==> config.mk <==
export PLATFORM = sky130hd
export DESIGN_NAME = nspi_frame_feeder
export DESIGN_NICKNAME = d
export VERILOG_FILES = /design/src/rtl/nspi_frame_feeder.sv
export SDC_FILE = /design/constraint.sdc
export NUM_CORES = 1
export LEC_CHECK = 0
export ABC_AREA = 0
export BUFFER_PORTS_ARGS = -buffer_cell sky130_fd_sc_hd__buf_2
export CORE_MARGIN = 2
export CORE_UTILIZATION = 35
export DETAILED_ROUTE_END_ITERATION = 8
export GPL_TIMING_DRIVEN = 0
export PLACE_DENSITY = 0.57
export SYNTH_ARGS = -nofsm -noshare
export SYNTH_HDL_FRONTEND = slang
export SYNTH_SLANG_ARGS = --single-unit
==> constraint.sdc <==
create_clock -name clk -period 1.79 [get_ports clk]
set_input_delay 0.358 -clock clk [delete_from_list [all_inputs] [get_ports clk]]
set_output_delay 0.358 -clock clk [all_outputs]
set_load 0.05 [all_outputs]
==> src/rtl/nspi_frame_feeder.sv <==
// nspi_frame_feeder: streams one frame of multi-channel SPI words from memory into nspi_tx.
module nspi_frame_feeder #(
  parameter int CHANNEL_NUMBER  = 2,
  parameter int SPI_SIZE        = 8,
  parameter int BYTES_PER_FRAME = 384,
  parameter int ADDR_W          = 9,
  parameter int GAP_CYCLES      = 64,
  parameter int ACK_TIMEOUT     = 8
) (
  input  logic                               clk,
  input  logic                               rst,
  input  logic                               frame_start,
  output logic                               busy,
  output logic                               frame_done,
  output logic                               err,
  output logic                               mem_rd_en,
  output logic [ADDR_W-1:0]                  mem_rd_addr,
  input  logic [CHANNEL_NUMBER*SPI_SIZE-1:0] mem_rd_data,
  output logic                               start_tx,
  input  logic                               tx_finish,
  output logic [SPI_SIZE-1:0]                data_out [CHANNEL_NUMBER]
);
  localparam int TMAX = (ACK_TIMEOUT > GAP_CYCLES) ? ACK_TIMEOUT : GAP_CYCLES;
  localparam int TW   = (TMAX < 2) ? 1 : $clog2(TMAX);
  localparam logic [TW-1:0]     ACK_LAST = TW'(ACK_TIMEOUT - 1);
  localparam logic [TW-1:0]     GAP_LAST = TW'((GAP_CYCLES > 0) ? GAP_CYCLES - 1 : 0);
  localparam logic [ADDR_W-1:0] LAST_IDX = ADDR_W'(BYTES_PER_FRAME - 1);

  typedef enum logic [2:0] {
    S_IDLE, S_FETCH, S_CAPTURE, S_WAIT_READY, S_START, S_WAIT_ACK, S_WAIT_DONE, S_GAP
  } state_t;

  state_t              r_state, w_state_nx;
  logic [ADDR_W-1:0]   r_byte_idx;
  logic [TW-1:0]       r_timer;
  logic                r_pending, r_err, r_frame_done;
  logic [SPI_SIZE-1:0] r_data [CHANNEL_NUMBER];
  logic                w_idx_clr, w_idx_inc, w_tmr_clr, w_tmr_inc;
  logic                w_load, w_err_set, w_pend_clr, w_done;

  assign busy        = (r_state != S_IDLE);
  assign mem_rd_en   = (r_state == S_FETCH);
  assign start_tx    = (r_state == S_START);
  assign mem_rd_addr = r_byte_idx;
  assign frame_done  = r_frame_done;
  assign err         = r_err;
  assign data_out    = r_data;

  always_comb begin
    w_state_nx = r_state;
    w_idx_clr  = 1'b0;
    w_idx_inc  = 1'b0;
    w_tmr_clr  = 1'b0;
    w_tmr_inc  = 1'b0;
    w_load     = 1'b0;
    w_err_set  = 1'b0;
    w_pend_clr = 1'b0;
    w_done     = 1'b0;
    case (r_state)
      S_IDLE: if (frame_start || r_pending) begin
        w_state_nx = S_FETCH;
        w_idx_clr  = 1'b1;
        w_pend_clr = 1'b1;
      end
      S_FETCH:      w_state_nx = S_CAPTURE;
      S_CAPTURE: begin
        w_state_nx = S_WAIT_READY;
        w_load     = 1'b1;
      end
      S_WAIT_READY: w_state_nx = tx_finish ? S_START : S_WAIT_READY;
      S_START: begin
        w_state_nx = S_WAIT_ACK;
        w_tmr_clr  = 1'b1;
      end
      S_WAIT_ACK: begin
        if (!tx_finish) w_state_nx = S_WAIT_DONE;
        else if (r_timer == ACK_LAST) begin
          w_state_nx = S_IDLE;
          w_err_set  = 1'b1;
          w_pend_clr = 1'b1;
        end else w_tmr_inc = 1'b1;
      end
      S_WAIT_DONE: if (tx_finish) begin
        if (r_byte_idx == LAST_IDX) begin
          w_tmr_clr = 1'b1;
          // a zero-length gap finishes straight from here
          if (GAP_CYCLES == 0) begin
            w_state_nx = S_IDLE;
            w_done     = 1'b1;
          end else w_state_nx = S_GAP;
        end else begin
          w_idx_inc  = 1'b1;
          w_state_nx = S_FETCH;
        end
      end
      S_GAP: begin
        if (r_timer == GAP_LAST) begin
          w_state_nx = S_IDLE;
          w_done     = 1'b1;
        end else w_tmr_inc = 1'b1;
      end
      default: w_state_nx = S_IDLE;
    endcase
  end

  always_ff @(posedge clk or negedge rst) begin
    if (!rst) begin
      r_state      <= S_IDLE;
      r_byte_idx   <= '0;
      r_timer      <= '0;
      r_pending    <= 1'b0;
      r_err        <= 1'b0;
      r_frame_done <= 1'b0;
      r_data       <= '{default: '0};
    end else begin
      r_state      <= w_state_nx;
      r_frame_done <= w_done;
      if (w_err_set) r_err <= 1'b1;
      r_pending    <= w_pend_clr ? 1'b0 : (r_pending | (frame_start & busy));
      r_byte_idx   <= w_idx_clr ? '0 : w_idx_inc ? r_byte_idx + 1'b1 : r_byte_idx;
      r_timer      <= w_tmr_clr ? '0 : w_tmr_inc ? r_timer + 1'b1 : r_timer;
      if (w_load)
        for (int c = 0; c < CHANNEL_NUMBER; c++) r_data[c] <= mem_rd_data[c*SPI_SIZE +: SPI_SIZE];
    end
  end
endmodule

; ---- Yosys cells after proc, flatten, opt, wreduce, memory -nomap -nowiden
; Index checks and enable logic that the tools add are counted.
[totals]
ff_bits = 37
latch_bits = 0
ramBits = 0
romBits = 0
inputBits = 20
output_inout_bits = 30
elab_cells = 64
memories = 0
[op_classes]
addsub = 2
multipliers = 0
div = 0
order_cmp = 0
eq_ne = 14
n_shift = 0
n_mux = 32
bitwise_logic = 2
reduce_logical = 6
[op_table]
columns = cell, n
row1 = case mux 3 bit (8 select lines), 1
row2 = two-way mux 3 bit, 7
row3 = two-way mux 9 bit, 2
row4 = two-way mux 1 bit, 17
row5 = "equality test 3 bit, second input constant", 4
row6 = two-way mux 6 bit, 2
row7 = "adder 9 x 1 -> 9 bit, second input constant", 1
row8 = "equality test 9 bit, second input constant", 1
row9 = "adder 6 x 1 -> 6 bit, second input constant", 1
row10 = "equality test 3 x 2 -> 1 bit, second input constant", 2
row11 = "equality test 6 x 3 -> 1 bit, second input constant", 1
row12 = "equality test 6 bit, second input constant", 1
row13 = "!= test 2 bit, second input constant", 3
row14 = case mux 1 bit (2 select lines), 3
row15 = AND reduction 4 bit, 1
row16 = nonzero test 2 bit, 2
row17 = "equality test 3 x 1 -> 1 bit, second input constant", 1
row18 = zero test 3 bit, 1
row19 = "!= test 3 bit, second input constant", 1
row20 = nonzero test 3 bit, 1
row21 = bitwise AND 1 bit, 1
row22 = logical OR 1 bit, 1
row23 = bitwise OR 1 bit, 1

; ---- Logic depth before layout (Yosys ltp)
[depth]
ltp_word = 6
depth_mapped = 7
ltp_nobuf = 6

; ---- Least setup slack after synthesis
; OpenSTA, ideal clock, no wires.
[synth_path]
path_kind = register to register
from = register r_state[2]
to = register r_timer[2]
setup_ns = 0.129
t_arrival_ns = 2.315
required_ns = 1.661
path_slack_ns = -0.654
stages_incl_launch_ff = 6
n_path_buf = 1
synth_period_minus_slack_ns = 2.444
path_cell_list = dfrtp_1 -> buf_4 -> nor3b_1 -> nor2_1 -> o211ai_1 -> o31ai_1
[synth_via]
elab_chain_cells = 3
elab_cells_between_ends = 8
[synth_lines]
columns = item, line
row1 = "start, declared", 33  ; state_t r_state, w_state_nx;
row2 = "start signal, assigned", 116  ; r_state <= w_state_nx;
row3 = equality test 3 bit *, -
row4 = net start_tx, 19  ; output logic start_tx,
row5 = case mux 1 bit (2 select lines) *, 59  ; case (r_state)
row6 = two-way mux 6 bit / nonzero test 2 bit (equally long branches), -
row7 = "end signal, assigned", 121  ; r_timer <= w_tmr_clr ? '0 : w_tmr_inc ? r_timer + 1'b1 : r_timer;
row8 = "end, declared", 35  ; logic [TW-1:0] r_timer;
; Mark *: on every way through the listed nets, which the timed path passes. The rest lies on a longest branch.
; A chain may end at the register's enable or synchronous reset.

; ---- Worst setup path in the final report
[layout_path]
from = register r_state[2]
to = output start_tx
[layout_via]
elab_chain_cells = 1
[layout_lines]
columns = item, line
row1 = equality test 3 bit, 43  ; assign start_tx = (r_state == S_START);
row2 = "end, declared", 19
; Every way passes these cells.

==> flow_summary.yaml <==
routing:
  dr_total_vias: 1357
  wl_per_cell_um: 12.7
  ant_nets: 0
  drt_pre_antenna_iters: 4
  routed_via_density: 4.86
  drc: 0
  initialDrtViolationCount: 33
  wirelength_mm: 3.56
logic_synthesis:
  avgSynthCellArea_um2: 11.4
  synthCells: 154
  synthMostInstantiatedCell: "dfrtp_1"
  ys_warn_count: 0
  ys_top_cells_by_count: "dfrtp_1, mux2_2, nor2_1"
  ys_seq_area_share_pct: 52.6
  syn_nets: 176
  synthDistinctLibCells: 40
  ys_ff_latch: 37
  synth_area_leader_cell: "dfrtp_1"
  synthFlopType: "dfrtp_1"
  synth_top_area_share_pct: 52.6
  synthArstFlopShare_pct: 100
  synth_edf_count: 0
  synth_area_leaders: "dfrtp_1, mux2_2, nor2_1, xnor2_1, nand3_1"
  netlist_area_um2: 1760
power_and_ir_drop:
  power_density_nw_per_um2: 1860
  leakagePower_nw: 1.03
  peakVddDrop_uv: 795
global_routing:
  overflow: 0
  grtUsageTotal_pct: 13.8
  met1_usage_pct: 17.8
  grt-busiest-layer: "met2"
  grt_pass1_vias: 1274
  grt_max_degree: 38
  met2_usage_pct: 21.0
  antenna_found_initial: 0
  use_met3_pct: 4.95
  grt_pass1_wl_mm: 5.80
floorplan:
  core_um2: 4790
  dieArea_um2: 5610
  boundaryPins: 50
  start_util_pct: 36.8
  die_x_um: 74.9
  num_rows: 25
  chipHeight_um: 74.9
placement:
  dp_hpwl_mm: 2.48
  place.gp.congestion: 0.744
  io_buffers: 49
critical_path:
  critPathMaxFanout: 10
  cp_num_cells: 3
  rr_worst_depth: 3
  path_cells: "buf_4 -> nor3b_4 -> buf_4"
  cp-start-kind: "flop"
  crit_family: "buffers and inverters"
  worstPathRequired_ns: 1.43
  slowest_delay_ns: 0.43
  crit_top_cell: "buf_4"
  cp-end-kind: "output pin"
  crit_buf_inv: 2
  cpMaxStageDelayCell: "dfrtp_1"
  arrival_ns: 1.35
  crit_type: "flop to output pin"
clocking:
  cts_buffer_depth: 2
  clk_latency_ns: 0.29
  hold_buffers: 0
  ctsHtreeMaxLevel: 2
  cts_tree: "yes"
  clockRootBuffer: "clkbuf_8"
  clkSinkCount: 37
  numCtsBuffers: 5
  path_clk_slew_ns: 0.07
final_layout:
  drive_gt1_share_pct: 46.2
  final_core_util_pct: 47.6
  diodes: 0
  area_growth_pct: 29.5
  final_nets: 233
sta:
  setup_viol: 0
  final-hold-violation-count: 0
  maxSlewViolCount: 0
  max_freq_ghz: 0.584
  relSlewSlack_pct: 45.8
  min_period_ns: 1.71
  skew_ns: 0.00422
  setup_tns_ns: 0
  rsz0062_at_grt: "false"
  worst_slew_pin_slew_ns: 0.812
  period_share_pct: 95.7
outcome:
  status: "finished clean"
run:
  maxCapViolations: 0
hold_path:
  hp-class: "primary input to asynchronous set/reset pin"
report_power, final:
group	total [mW]	internal (mW)	switching (mW)
registers	1.34	1.14	0.197
clock network	0.752	0.453	0.299
logic	2.15	0.716	1.44
cell type report:
| type | count | area, um^2 |
|---|---|---|
| clock buffers | 6 | 82.6 |
| plain buffers | 5 | 45.0 |
| multi-input cells | 108 | 821 |
| fillers | 459 | 2510 |
| inverters | 4 | 15.0 |
| clock inverters | 2 | 37.5 |
| flip-flops and latches | 37 | 930 |
| well taps | 67 | 83.8 |
| repair buffers | 50 | 264 |
worst register-to-register path, stage by stage (launching register included):
cell and delay (ns):
dfrtp_2 0.46, nor3_2 0.52, buf_6 0.23, mux2_2 0.34
sequential cells by signal, summed over array words and instances (netlist names):
register	cells
r_pending	1
err	1
data_out	16
r_state	3
r_timer	6
frame_done	1
mem_rd_addr	9
per-stage QoR:
step / cell area [um^2] / worst slack, ns / hold WS [ns] / power (mW) / instances
CTS: 2230 / 0.00709 / 0.197 / 4.22 / 278
floorplan: 1780 / 0.0686 / 0.0624 / 2.98 / 154
finish: 2280 / 0.0777 / 0.160 / 4.24 / 279
detailed placement: 2110 / 0.103 / 0.465 / 3.44 / 270
global route: 2280 / 0.00587 / 0.241 / 4.50 / 279
global placement: 2110 / 0.0814 / 0.457 / 3.42 / 270
path summary, 6_finish.rpt:
kind / start / slack [ns] / to
setup / recovery: r_state[2]$_DFFE_PN0P_ / 0.08 / start_tx
hold / removal: rst / 0.16 / data_out[15]$_DFFE_PN0P_
setup reg to reg: r_state[0]$_DFFE_PN0P_ / 0.13 / data_out[6]$_DFFE_PN0P_
hold reg to reg: err$_DFFE_PN0P_ / 0.48 / err$_DFFE_PN0P_
max in group asynchronous: rst / 1.07 / mem_rd_addr[1]$_DFFE_PN0P_
min in group clk: mem_rd_data[4] / 0.30 / data_out[12]$_DFFE_PN0P_
routing by layer:
metal  part of all wire (%)  wire length (um)  vias to the layer above
met3                    9.1               325                        4
met1                     46              1630                      633
met2                     43              1540                       52
li1                       -                 -                      668
met5                      0                 0                        -
met4                    1.6                57                        0
cells by family after synthesis:
group | share of synthesized area (%)
buffers and inverters | 3.13
AND/OR/NAND/NOR | 18.1
XOR/XNOR | 3.49
adder cells (fa/ha/maj) | 1.42
multiplexers | 11.5
flip-flops | 52.6
AO/OA/AOI/OAI | 9.82
what timing repair did:
action,CTS,global route
buffers inserted,0,1
resized for setup,2,13
endpoints found under the setup margin,2,8
cells in the final DEF, fill, tap and decap left out, types with 3 or more instances in the layout:
cell / synthesis / layout
o21ai_0: 5 / 5
nand2_1: 8 / 8
o211ai_1: 4 / 4
nor4_1: 3 / 3
nand3_1: 8 / 8
mux2_2: 17 / 17
a21oi_1: 6 / 6
nor2_1: 16 / 16
clkbuf_8: 0 / 6
o31ai_1: 3 / 3
dfrtp_1: 37 / 34
inv_1: 4 / 4
buf_4: 1 / 5
buf_6: 2 / 3
buf_2: 2 / 46
nor3_1: 5 / 5
xnor2_1: 6 / 6
dfrtp_2: 0 / 3
Note: power is estimated with default switching activity, not from simulation.
